`src/rtl/dist_scheduler.sv`:
```
// dist_scheduler: valid/ready sequencer for an 8-bit 1-to-2 distributor with a one-entry hold register, round-robin or directed routing, and saturating per-channel delivery counters.
// Optional stall-timeout redirect of round-robin words is enabled by defining DIST_TIMEOUT_EN.
module dist_scheduler #(
    parameter int DATA_W  = 8,
    parameter int CNT_W   = 16,
    parameter int TIMEOUT = 8
) (
    input  logic              clk,
    input  logic              rst,
    input  logic              mode,
    input  logic              in_valid,
    output logic              in_ready,
    input  logic [DATA_W-1:0] in_data,
    input  logic              in_dest,
    output logic              out0_valid,
    input  logic              out0_ready,
    output logic [DATA_W-1:0] out0_data,
    output logic              out1_valid,
    input  logic              out1_ready,
    output logic [DATA_W-1:0] out1_data,
    output logic              dist_enable,
    output logic              dist_select,
    output logic [CNT_W-1:0]  cnt0,
    output logic [CNT_W-1:0]  cnt1
);
    typedef enum logic {IDLE, HOLD} state_t;

    state_t            state_q, state_d;
    logic [DATA_W-1:0] hold_q, hold_d;
    logic              target_q, target_d;
    logic              hold_mode_q, hold_mode_d;
    logic              rr_q, rr_d;
    logic [CNT_W-1:0]  cnt0_q, cnt0_d, cnt1_q, cnt1_d;
    logic              xfer, cap;
`ifdef DIST_TIMEOUT_EN
    localparam int WW = $clog2(TIMEOUT + 1);
    logic [WW-1:0]     wait_q, wait_d;
`endif

    assign dist_enable = state_q == HOLD;
    assign dist_select = dist_enable & target_q;
    assign out0_valid  = dist_enable & ~target_q;
    assign out1_valid  = dist_select;
    assign out0_data   = out0_valid ? hold_q : '0;
    assign out1_data   = out1_valid ? hold_q : '0;
    assign xfer        = dist_enable & (target_q ? out1_ready : out0_ready);
    assign in_ready    = (state_q == IDLE) | xfer;
    assign cap         = in_valid & in_ready;
    assign cnt0        = cnt0_q;
    assign cnt1        = cnt1_q;

    // Next state: count/advance on transfer, optional stall redirect, then capture (new target sees updated rr pointer).
    always_comb begin
        state_d     = state_q;
        hold_d      = hold_q;
        target_d    = target_q;
        hold_mode_d = hold_mode_q;
        rr_d        = rr_q;
        cnt0_d      = cnt0_q;
        cnt1_d      = cnt1_q;
`ifdef DIST_TIMEOUT_EN
        wait_d      = wait_q;
`endif
        if (xfer) begin
            cnt0_d  = (!target_q && !(&cnt0_q)) ? cnt0_q + 1'b1 : cnt0_q;
            cnt1_d  = (target_q && !(&cnt1_q)) ? cnt1_q + 1'b1 : cnt1_q;
            rr_d    = hold_mode_q ? rr_q : ~target_q;
            state_d = IDLE;
`ifdef DIST_TIMEOUT_EN
            wait_d  = '0;
        end else if (dist_enable && !hold_mode_q) begin
            wait_d = wait_q + 1'b1;
            if (wait_d == WW'(TIMEOUT)) begin
                target_d = ~target_q;
                wait_d   = '0;
            end
`endif
        end
        if (cap) begin
            hold_d      = in_data;
            hold_mode_d = mode;
            target_d    = mode ? in_dest : rr_d;
            state_d     = HOLD;
        end
    end

    // State register with synchronous reset discarding any held word.
    always_ff @(posedge clk) begin
        if (rst) begin
            state_q     <= IDLE;
            hold_q      <= '0;
            target_q    <= 1'b0;
            hold_mode_q <= 1'b0;
            rr_q        <= 1'b0;
            cnt0_q      <= '0;
            cnt1_q      <= '0;
`ifdef DIST_TIMEOUT_EN
            wait_q      <= '0;
`endif
        end else begin
            state_q     <= state_d;
            hold_q      <= hold_d;
            target_q    <= target_d;
            hold_mode_q <= hold_mode_d;
            rr_q        <= rr_d;
            cnt0_q      <= cnt0_d;
            cnt1_q      <= cnt1_d;
`ifdef DIST_TIMEOUT_EN
            wait_q      <= wait_d;
`endif
        end
    end
endmodule

```
`config.mk`:
```
export PLATFORM = sky130hd
export DESIGN_NAME = dist_scheduler
export DESIGN_NICKNAME = d
export VERILOG_FILES = /design/src/rtl/dist_scheduler.sv
export SDC_FILE = /design/constraint.sdc
export NUM_CORES = 1
export LEC_CHECK = 0
export CAP_MARGIN = 20
export CELL_PAD_IN_SITES_DETAIL_PLACEMENT = 0
export CELL_PAD_IN_SITES_GLOBAL_PLACEMENT = 2
export CORE_MARGIN = 2
export CORE_UTILIZATION = 28
export CTS_BUF_LIST = sky130_fd_sc_hd__clkbuf_16
export DETAILED_ROUTE_END_ITERATION = 7
export GPL_ROUTABILITY_DRIVEN = 0
export PLACE_DENSITY = 0.76
export SKIP_CTS_REPAIR_TIMING = 1
export SYNTH_ARGS = -nofsm -noshare
export SYNTH_HDL_FRONTEND = slang
export SYNTH_SLANG_ARGS = --single-unit
```
`constraint.sdc`:
```
create_clock -name clk -period 2.3 [get_ports clk]
set_clock_uncertainty 0.15 [all_clocks]
set_input_delay 0.575 -clock clk [delete_from_list [all_inputs] [get_ports clk]]
set_output_delay 0.575 -clock clk [all_outputs]
set_load 0.03 [all_outputs]
```
# ---- Word level (Yosys, flattened, before mapping)
# Index checks and enable logic that the tools add are counted.
dict set report op_classes {
  bitwise_logic 7
  reduce_logical 10
  mux 8
  n_addsub 2
}
# cell n
set op_table {}
lappend op_table {{16-bit by 1-bit adder with 16-bit output, second input constant} 2}
lappend op_table {{16-bit AND reduction} 2}
lappend op_table {{8-bit 2-to-1 mux} 2}
lappend op_table {{1-bit 2-to-1 mux} 6}
lappend op_table {{1-bit AND} 4}
lappend op_table {{2-bit AND reduction} 2}
lappend op_table {{1-bit logical NOT} 3}
lappend op_table {{1-bit logical AND} 2}
lappend op_table {{1-bit inverter} 2}
lappend op_table {{2-bit nonzero test} 1}
lappend op_table {{1-bit OR} 1}
dict set report word_totals {
  register_bits 44
  output_inout_bits 53
  word_cells 34
  inputBits 15
}

# ---- Logic depth before layout (Yosys ltp)
dict set report logic_depth {
  ltp_word 5
  depth_mapped 6
  mapped_depth_nobuf 5
}

# ---- Least setup slack after synthesis
# OpenSTA, ideal clock, no wires.
dict set report synth_path {
  path_type {reg-to-output}
  from {register state_q (netlist: dist_enable)}
  to {output out0_data[0]}
  setup_slack_ps -62
  path_stages_with_launch 5
  n_path_buf 2
  arrival_ps 1637
  t_required_ps 1575
  path_cell_list {dfxtp_1 > buf_6 > nor2b_1 > clkbuf_1 > and2_1}
}
dict set report synth_between {
  elab_chain_cells 2
}
# item line_no
set synth_rtl {}
lappend synth_rtl {{start: declaration} 28} ;# state_t state_q, state_d;
lappend synth_rtl {{start signal: assignment} 101} ;# state_q <= state_d;
lappend synth_rtl {{1-bit AND} 42} ;# assign out0_valid = dist_enable & ~target_q;
lappend synth_rtl {{via out0_valid} 15} ;# output logic out0_valid,
lappend synth_rtl {{8-bit 2-to-1 mux} 44} ;# assign out0_data = out0_valid ? hold_q : '0;
lappend synth_rtl {{end: declaration} 17} ;# output logic [DATA_W-1:0] out0_data,
# The timed path passes the listed nets, and every way through them passes these cells.

# ---- Worst setup path in the final report
dict set report layout_path {
  from {register cnt1_q[6] (netlist: cnt1[6])}
  to {output cnt1[6]}
}
# item line_no
set layout_rtl {}
lappend layout_rtl {{start: declaration} 33} ;# logic [CNT_W-1:0] cnt0_q, cnt0_d, cnt1_q, cnt1_d;
lappend layout_rtl {{start signal: assignment} 107} ;# cnt1_q <= cnt1_d;
lappend layout_rtl {{end: declaration} 24} ;# output logic [CNT_W-1:0] cnt1
# No word-level cell between the ends.

==> impl_metrics.json <==
{
  "grt_usage_pct": 15.0,
  "stdcell_count": 464,
  "seq_area_frac_synth_pct": 36.8,
  "synth_warnings": 0,
  "outcome": "finished, final reports clean",
  "setup_viol": 0,
  "hold_viol_final": 0,
  "synthMuxAreaShare_pct": 12.0,
  "cp.depth": 1,
  "grt_pass1_wl_mm": 11.0,
  "crit_chain": "clkdlybuf4s50_1",
  "syn-mean-instance-area_sq_um": 8.76,
  "synth_cells": 273,
  "finalCritPeriodShare_pct": 96.1,
  "min_path_type": "flip-flop to flip-flop",
  "drive_above_1_share_pct": 20.6,
  "rsz0062_at_grt": "no",
  "drv_slew": 0,
  "synth_fa_ha_area_share_pct": 1.05,
  "initial_core_util_pct": 29.0,
  "synth_top_family_by_area": "simple AND/OR/NAND/NOR gates",
  "slew_headroom_pct": 63.0,
  "syn_area_sq_mm": 0.00239,
  "ys_ff_latch": 44,
  "synth_top_area_share_pct": 36.8,
  "cts_sinks": 44,
  "drtIter0Drc": 76,
  "detail-route-antenna-nets": 0,
  "path_clk_slew_ns": 0.06,
  "synthDistinctLibCells": 51,
  "min_to": "hold_q[7]",
  "htreeDepth": 2,
  "insertion_delay_ns": 0.28,
  "min_path_cells": 2,
  "dieWidth_microns": 96.4,
  "p_per_area_mw_per_mm2": 482,
  "crit_path_end_kind": "primary output",
  "clockRootBuffer": "clkbuf_16",
  "dp_hpwl_mm": 4.88,
  "core-area_sq_mm": 0.00826,
  "p_leak_uw": 0.00142,
  "synth_nets": 290,
  "synthFlopType": "dfxtp_1",
  "hp-start": "hold_q[7]",
  "synthArstFlopShare_pct": 0,
  "cp_slowest_cell": "clkdlybuf4s50_1",
  "crit_arrival_ns": 1.49,
  "wl_mm": 6.59,
  "r2r.worst_path.cells": 5,
  "critical_path_buf_inv_count": 1,
  "slowest_delay_ns": 0.73,
  "preCtsSetupSlack_ns": -0.263,
  "r2r_end": "cnt1[0]",
  "overflow": 0,
  "drc_errors": 0,
  "dp_cells": 456,
  "finalPower_uw": 1650,
  "fp.dieH_microns": 96.4,
  "period_needed_ns": 2.21,
  "crit_fanout": 5,
  "critical_path_class": "flip-flop to primary output",
  "reg2reg_from": "cnt1[0]",
  "irDropWorstVdd_mv": 0.264,
  "required_ns": 1.57,
  "crit_family": "buffers and inverters",
  "firstDrtPassIters": 4,
  "maxCapViolations": 0,
  "antenna_cells": 0,
  "synthXorXnorAreaFrac_pct": 0.366,
  "worstMarginPinSlew_ns": 0.549,
  "crit_start": "cnt1[6]",
  "num-fill-cells": 867,
  "area_growth_pct": 43.1,
  "fin_ws_ns": 0.0893,
  "wire_per_inst_microns": 14.2,
  "synth-edff-count": 0,
  "ios": 68,
  "synth-compound-area-share_pct": 13.3,
  "vias": 2274,
  "finalNetCount": 375,
  "start_kind": "flip-flop",
  "antenna_found_initial": 0,
  "cts_tree": "yes",
  "yosys.area.top_type": "dfxtp_1",
  "clk_path_buf_depth": 2,
  "die_area_sq_mm": 0.00929,
  "port_buffers": 67,
  "final_cell_mix": "dfxtp_1, clkdlybuf4s50_1, buf_4",
  "ff2ff_setup_slack_ns": 0.30,
  "grt_pass1_vias": 2284,
  "max_freq_ghz": 0.452,
  "synth.area.top_cells": "dfxtp_1, mux2_2, mux2i_1",
  "grt_start_max_net_pins": 24,
  "synthSimpleGateAreaFrac_pct": 32.2,
  "viasPerCell": 4.90,
  "num_rows": 33,
  "cts_buffers": 5
}
-- report_power, final --
| part | internal [uW] | leakage (uW) | switching, uW |
|---|---|---|---|
| sequential | 778 | 0.000357 | 15.8 |
| combinational | 87.3 | 0.000984 | 94.9 |
| clock | 391 | 0.0000738 | 283 |
| total | 1260 | 0.00142 | 394 |
-- state kept, by name, indices dropped and copies added, names as in the netlist --
signal	count
cnt0	16
cnt1	16
hold_q	8
dist_enable	1
hold_mode_q	1
rr_q	1
target_q	1
-- routing by layer --
layer  wire length (microns)  part of all wire (%)  vias up  track usage, %
li1                        -                     -     1174               -
met1                    3080                    47     1058            19.1
met2                    3220                    49       37            25.9
met3                     215                   3.3        5            2.56
met4                      72                   1.1        0            4.23
met5                       0                     0        -               0
-- worst max-delay path by stage --
stage	to	slack (ns)
after global placement	cnt0[15]	-0.24
final	cnt1[6]	0.09
after floorplan	out1_valid	0.06
after CTS	in_ready	-0.16
after global routing	out0_data[7]	0.02
after detailed placement	cnt0[7]	-0.26
-- synth_stat cells, types with 3 or more instances --
| library cell | instances |
|---|---|
| dfxtp_1 | 44 |
| nor2_1 | 33 |
| nand2_1 | 19 |
| mux2i_1 | 14 |
| and3_1 | 13 |
| mux2_2 | 13 |
| nor2b_1 | 13 |
| a21oi_1 | 11 |
| clkbuf_1 | 10 |
| and2_1 | 9 |
| nand3_1 | 9 |
| inv_1 | 8 |
| nand4_1 | 8 |
| nor3_1 | 7 |
| nor4_1 | 7 |
| o211a_1 | 4 |
| a211oi_1 | 3 |
| a21boi_0 | 3 |
| o41ai_1 | 3 |
-- layout make-up --
type	count	area [sq um]	area share, %
inverters	8	30.0	0.878
repair buffers	92	821	24.0
clock inverters	3	11.3	0.329
flip-flops and latches	44	881	25.7
clock buffers	5	125	3.66
multi-input cells	207	1420	41.6
well taps	105	131	3.84
-- cell families after synthesis --
family | count (synthesis)
XOR/XNOR | 1
adder cells (fa/ha/maj) | 2
AND/OR/NAND/NOR | 135
flip-flops | 44
multiplexers | 27
AO/OA/AOI/OAI | 42
buffers and inverters | 22
-- stage by stage --
stage          hold slack [ns]  util [%]  area [sq um]  setup TNS, ns
2_1_floorplan            0.317         -          2390              0
3_3_place_gp             0.336      39.5          3270          -2.97
3_5_place_dp             0.347      39.5          3270          -3.36
4_1_cts                  0.363      41.2          3400         -0.514
5_1_grt                  0.390      41.4          3420              0
6_report                 0.360      41.4          3420              0
Note: power is estimated with default switching activity, not from simulation.
